==> config.mk <==
export PLATFORM = sky130hd
export DESIGN_NAME = y86_seq_controller
export DESIGN_NICKNAME = d
export VERILOG_FILES = /design/src/rtl/y86_seq_controller.sv
export SDC_FILE = /design/constraint.sdc
export NUM_CORES = 1
export LEC_CHECK = 0
export BUFFER_PORTS_ARGS = -buffer_cell sky130_fd_sc_hd__clkbuf_2
export CORE_UTILIZATION = 52
export CTS_BUF_LIST = sky130_fd_sc_hd__clkbuf_2
export CTS_CLUSTER_SIZE = 12
export DETAILED_ROUTE_END_ITERATION = 12
export PLACE_DENSITY = 0.93
export SLEW_MARGIN = 20
export SYNTH_ARGS = -nofsm -noshare
export SYNTH_HDL_FRONTEND = slang
export SYNTH_SLANG_ARGS = --single-unit
==> constraint.sdc <==
create_clock -name clk -period 2.5 [get_ports clk]
set_input_delay 0.25 -clock clk [delete_from_list [all_inputs] [get_ports clk]]
set_output_delay 0.25 -clock clk [all_outputs]
set_load 0.01 [all_outputs]
==> src/rtl/y86_seq_controller.sv <==
// Multi-cycle sequencer for the Y86-64 SEQ datapath: walks each instruction
// through its stages with one-hot enables, owns the architectural PC, handles
// the data-memory handshake and tracks halt/error status and activity counters.
module y86_seq_controller #(
    parameter int unsigned     PC_W        = 64,
    parameter logic [PC_W-1:0] RESET_PC    = '0,
    parameter int unsigned     CNT_W       = 32,
    parameter int unsigned     MEM_TIMEOUT = 16
) (
    input  logic             clk,
    input  logic             rst,
    input  logic             start,
    input  logic [3:0]       icode,
    input  logic             instr_valid,
    input  logic             imem_error,
    input  logic             mem_ready,
    input  logic             dmem_error,
    input  logic [PC_W-1:0]  pc_next,
    output logic [PC_W-1:0]  pc,
    output logic             en_fetch,
    output logic             en_decode,
    output logic             en_execute,
    output logic             en_memory,
    output logic             en_writeback,
    output logic             en_pcupd,
    output logic             mem_req,
    output logic [2:0]       stat,
    output logic             busy,
    output logic [CNT_W-1:0] cycle_cnt,
    output logic [CNT_W-1:0] retired_cnt
);

    localparam int unsigned WAIT_W = $clog2(MEM_TIMEOUT + 1);

    localparam logic [2:0] STAT_AOK = 3'd1;
    localparam logic [2:0] STAT_HLT = 3'd2;
    localparam logic [2:0] STAT_ADR = 3'd3;
    localparam logic [2:0] STAT_INS = 3'd4;

    typedef enum logic [3:0] {
        S_IDLE, S_FETCH, S_DECODE, S_EXECUTE, S_MEMORY,
        S_WRITEBACK, S_PCUPD, S_HALT, S_ERR
    } state_t;

    state_t            state_q, state_d;
    logic [PC_W-1:0]   pc_q, pc_d;
    logic [2:0]        stat_q, stat_d;
    logic [WAIT_W-1:0] wait_q, wait_d;
    logic [CNT_W-1:0]  cyc_q, cyc_d;
    logic [CNT_W-1:0]  ret_q, ret_d;
    // en bit order: fetch, decode, execute, memory, writeback, pcupd
    logic [5:0]        en_q, en_d;
    logic              busy_q, busy_d;
    logic [WAIT_W-1:0] wait_inc;
    logic              mem_icode;

    assign wait_inc = wait_q + WAIT_W'(1);

    // Instructions that touch data memory: rmmovq, mrmovq, call, ret, pushq, popq
    always_comb begin
        unique case (icode)
            4'h4, 4'h5, 4'h8, 4'h9, 4'hA, 4'hB: mem_icode = 1'b1;
            default:                            mem_icode = 1'b0;
        endcase
    end

    // Next-state, PC, status and counter logic
    always_comb begin
        state_d = state_q;
        pc_d    = pc_q;
        stat_d  = stat_q;
        wait_d  = wait_q;
        ret_d   = ret_q;
        cyc_d   = cyc_q + CNT_W'(busy_q);

        unique case (state_q)
            S_IDLE:    if (start) state_d = S_FETCH;
            S_FETCH: begin
                if (imem_error) begin
                    state_d = S_ERR;
                    stat_d  = STAT_ADR;
                end else if (!instr_valid) begin
                    state_d = S_ERR;
                    stat_d  = STAT_INS;
                end else begin
                    state_d = S_DECODE;
                end
            end
            S_DECODE:  state_d = S_EXECUTE;
            S_EXECUTE: begin
                if (icode == 4'h0) begin
                    // halt retires without a PC update
                    state_d = S_HALT;
                    stat_d  = STAT_HLT;
                    ret_d   = ret_q + CNT_W'(1);
                end else if (mem_icode) begin
                    state_d = S_MEMORY;
                    wait_d  = '0;
                end else begin
                    state_d = S_WRITEBACK;
                end
            end
            S_MEMORY: begin
                if (mem_ready) begin
                    if (dmem_error) begin
                        state_d = S_ERR;
                        stat_d  = STAT_ADR;
                    end else begin
                        state_d = S_WRITEBACK;
                    end
                end else begin
                    wait_d = wait_inc;
                    if (wait_inc == WAIT_W'(MEM_TIMEOUT)) begin
                        state_d = S_ERR;
                        stat_d  = STAT_ADR;
                    end
                end
            end
            S_WRITEBACK: state_d = S_PCUPD;
            S_PCUPD: begin
                pc_d    = pc_next;
                ret_d   = ret_q + CNT_W'(1);
                state_d = S_FETCH;
            end
            S_HALT, S_ERR: state_d = state_q;
            default: state_d = S_ERR;
        endcase
    end

    // Output decodes of the next state, registered so they line up with state_q
    always_comb begin
        en_d = 6'b0;
        unique case (state_d)
            S_FETCH:     en_d = 6'b000001;
            S_DECODE:    en_d = 6'b000010;
            S_EXECUTE:   en_d = 6'b000100;
            S_MEMORY:    en_d = 6'b001000;
            S_WRITEBACK: en_d = 6'b010000;
            S_PCUPD:     en_d = 6'b100000;
            default:     en_d = 6'b000000;
        endcase
        busy_d = |en_d;
    end

    // State and output registers; reset overrides everything mid-instruction
    always_ff @(posedge clk) begin
        if (rst) begin
            state_q <= S_IDLE;
            pc_q    <= RESET_PC;
            stat_q  <= STAT_AOK;
            wait_q  <= '0;
            cyc_q   <= '0;
            ret_q   <= '0;
            en_q    <= '0;
            busy_q  <= 1'b0;
        end else begin
            state_q <= state_d;
            pc_q    <= pc_d;
            stat_q  <= stat_d;
            wait_q  <= wait_d;
            cyc_q   <= cyc_d;
            ret_q   <= ret_d;
            en_q    <= en_d;
            busy_q  <= busy_d;
        end
    end

    assign pc           = pc_q;
    assign en_fetch     = en_q[0];
    assign en_decode    = en_q[1];
    assign en_execute   = en_q[2];
    assign en_memory    = en_q[3];
    assign en_writeback = en_q[4];
    assign en_pcupd     = en_q[5];
    assign mem_req      = en_q[3];
    assign stat         = stat_q;
    assign busy         = busy_q;
    assign cycle_cnt    = cyc_q;
    assign retired_cnt  = ret_q;

endmodule

==> reports/results.ini <==
[worst_hold_path]
hold_path.class=primary input to flip-flop

[logic_synthesis]
ys.flop_type=dfxtp_1
yosysSeqAreaShare_pct=48.78
yosys_warnings=0
syn_area_um2=6033
synth_area_leaders=dfxtp_1 49%, nand2_1 9.5%, a21oi_1 7.1%
synth_seq_cells=147
yosysMostFrequentCell=nand2_1
synth_nets=808
synth_common_cells=153 x nand2_1, 147 x dfxtp_1, 86 x a21oi_1
synth_area_per_cell_um2=8.276
synth_top_area_cell=dfxtp_1
syn_inst=729
synth_cell_types=50
synthArstFlopShare_pct=0
synth_top_area_share_pct=48.78
synth_edf_count=0

[critical_path]
critical_path.cell_chain=or3b_2, or4_1, dlygate4sd3_1, nor3b_1
path_max_fanout=12
worstPathRequired_ns=3.08
path_buf_inv=1
cp_slowest_cell=dfxtp_1
path_delay_family=simple AND/OR/NAND/NOR gates
critPathArrivalTime_ns=2.88
endpoint_kind=flip-flop
worst_path_largest_cell_delay_ns=0.58
cp-start-kind=flip-flop
worstSetupPathType=flip-flop to flip-flop

[job]
maxCapViolations=0

[global_routing]
grt_usage_pct=28.35
met1_usage_pct=32.43
grt_pass1_vias=5820
grt_max_degree=77
antenna_found_initial=1
busiest_layer=met2
grt-ovfl-total=0
grtUsageMet3_pct=8.002
grt_pass1_wl_um=26280
grt_use_met2_pct=47.53

[drt]
drtPass1Iterations=6
drt-initial-drc-count=456
vias_per_cell=5.418
drt-total-wl_um=16970
wl_per_cell_um=14.63
vias=6285
ant_nets=0
remaining_drc_errors=0

[cells_and_area]
syn_to_final_growth_pct=36.91
drive_gt1_share_pct=27.28
nets=1085
utilization_pct=74.57

[timing]
hold_violations=0
tns_ns=0
finalMaxSlewViolations=0
fmax_ghz=0.4344
setup_viol=0
rsz0062_at_grt=no
tightest_slew_ns=0.7919
slew_headroom_pct=47.20
clock_skew_ns=0.04090
fin_crit_sh_pct=92.08
timing.final.crit_period_ns=2.302

[power]
pwr-share-seq_pct=57.0
intPower_mw=3.172
powerDensity_nw_per_um2=505.0
irDropWorstVdd_mv=0.4564
switching_share_pct=23.96
p_leak_nw=3.379
p_clk_share_pct=36.2
p_comb_share_pct=6.8
switchingPower_mw=0.9994

[floorplan]
die_w_um=109.7
fp.dieH_um=109.7
rows=38
ioPinCount=214
coreArea_um2=11080
die_area_um2=12040
initial_utilization_pct=54.46

[clock_tree]
cts_buffer_depth=2
cts_num_sinks=147
root_buffer=clkbuf_2
cts_htree_levels=4
cts_buffers=17
path_clk_slew_ns=0.23
post-cts-setup-buffer-count=0
clk_latency_ns=0.74
tritoncts=done

[run_status]
status=complete, no violations

[placement]
gp_congestion=0.8436
place_hpwl_um=10510
io_buffer_count=213

[power by group through the flow]
stage               logic [mW]  clock network, mW  registers (mW)
finish                   0.284               1.51            2.38
global route             0.306               1.64            2.38
floorplan               0.0903                  0            2.42
global placement         0.188                  0            2.42
detailed placement       0.188                  0            2.42
CTS                      0.275               1.54            2.38
[flip-flops by register name, summed over array words and instances (netlist names)]
signal / count
pc: 64
stat: 3
en_q: 6
state_q: 4
cycle_cnt: 32
wait_q: 5
retired_cnt: 32
busy: 1
[path summary, 6_finish.rpt]
kind	startpoint	end	slack [ns]	cells after the start
max	state_q[0]	stat[1]	0.20	4
min	rst	cycle_cnt[23]	0.04	2
max reg2reg	state_q[0]	stat[1]	0.20	4
min reg2reg	pc[53]	pc[53]	0.47	2
[cell usage in the layout (no fill, tap or decap), drive strengths merged, types with 15 or more instances in the layout]
master / count
xor2: 27
dfxtp: 147
a21oi: 86
nand3: 24
clkbuf: 230
nand2: 153
o21ai: 17
dlygate4sd3: 69
buf: 17
xnor2: 15
nand4: 22
nor2: 64
[metal layers]
layer | vias up | wire length [um]
met5 | - | 0
met4 | 0 | 535
met1 | 2898 | 6649
met2 | 270 | 8597
met3 | 55 | 1187
li1 | 3062 | -
[worst reg2reg max path: cells and delay by family, from the launching register on]
kind | cells | cell delay [ns]
buffers and inverters | 1 | 0.58
flip-flops | 1 | 0.58
AND/OR/NAND/NOR | 3 | 1.04
[cells by family (layout without fill, tap and decap cells)]
group / count (synthesis) / after routing / synth area share (%)
AOI/OAI and AO/OA: 127 / 127 / 11.95
xor gates and xnor gates: 42 / 42 / 6.097
adders and majority gates: 4 / 4 / 0.8296
buffers and inverters: 49 / 339 / 3.111
DFF: 147 / 147 / 48.78
muxes: 3 / 3 / 0.5185
other: 0 / 1 / 0
and+or+nand+nor: 357 / 357 / 28.72
[timing repair]
action,in CTS,in global routing
hold buffers,69,0
resized for setup,0,0
endpoints found under the hold margin,74,0
[per-stage QoR]
stage	setup slack [ns]	hold WS, ns	instance area, um^2	power [mW]	std cells
finish	0.1980	0.04270	8260	4.172	1160
global route	0.07939	0.01845	8260	4.324	1160
CTS	0.1914	0.006484	8258	4.193	1159
detailed placement	0.1649	0.4463	7289	2.613	1058
global placement	0.2009	0.4409	7289	2.612	1058
floorplan	0.3554	0.3860	6033	2.513	729
[area by class of cell]
class | instances | area, um^2
Sequential cell | 147 | 2943
Multi-Input combinational cell | 533 | 2924
Timing Repair Buffer | 298 | 1904
Tap cell | 140 | 175.2
Antenna cell | 1 | 2.502
Fill cell | 790 | 2818
Clock inverter | 14 | 187.7
Inverter | 9 | 33.78
Clock buffer | 18 | 90.09
Power figures use the tool's default switching activity.
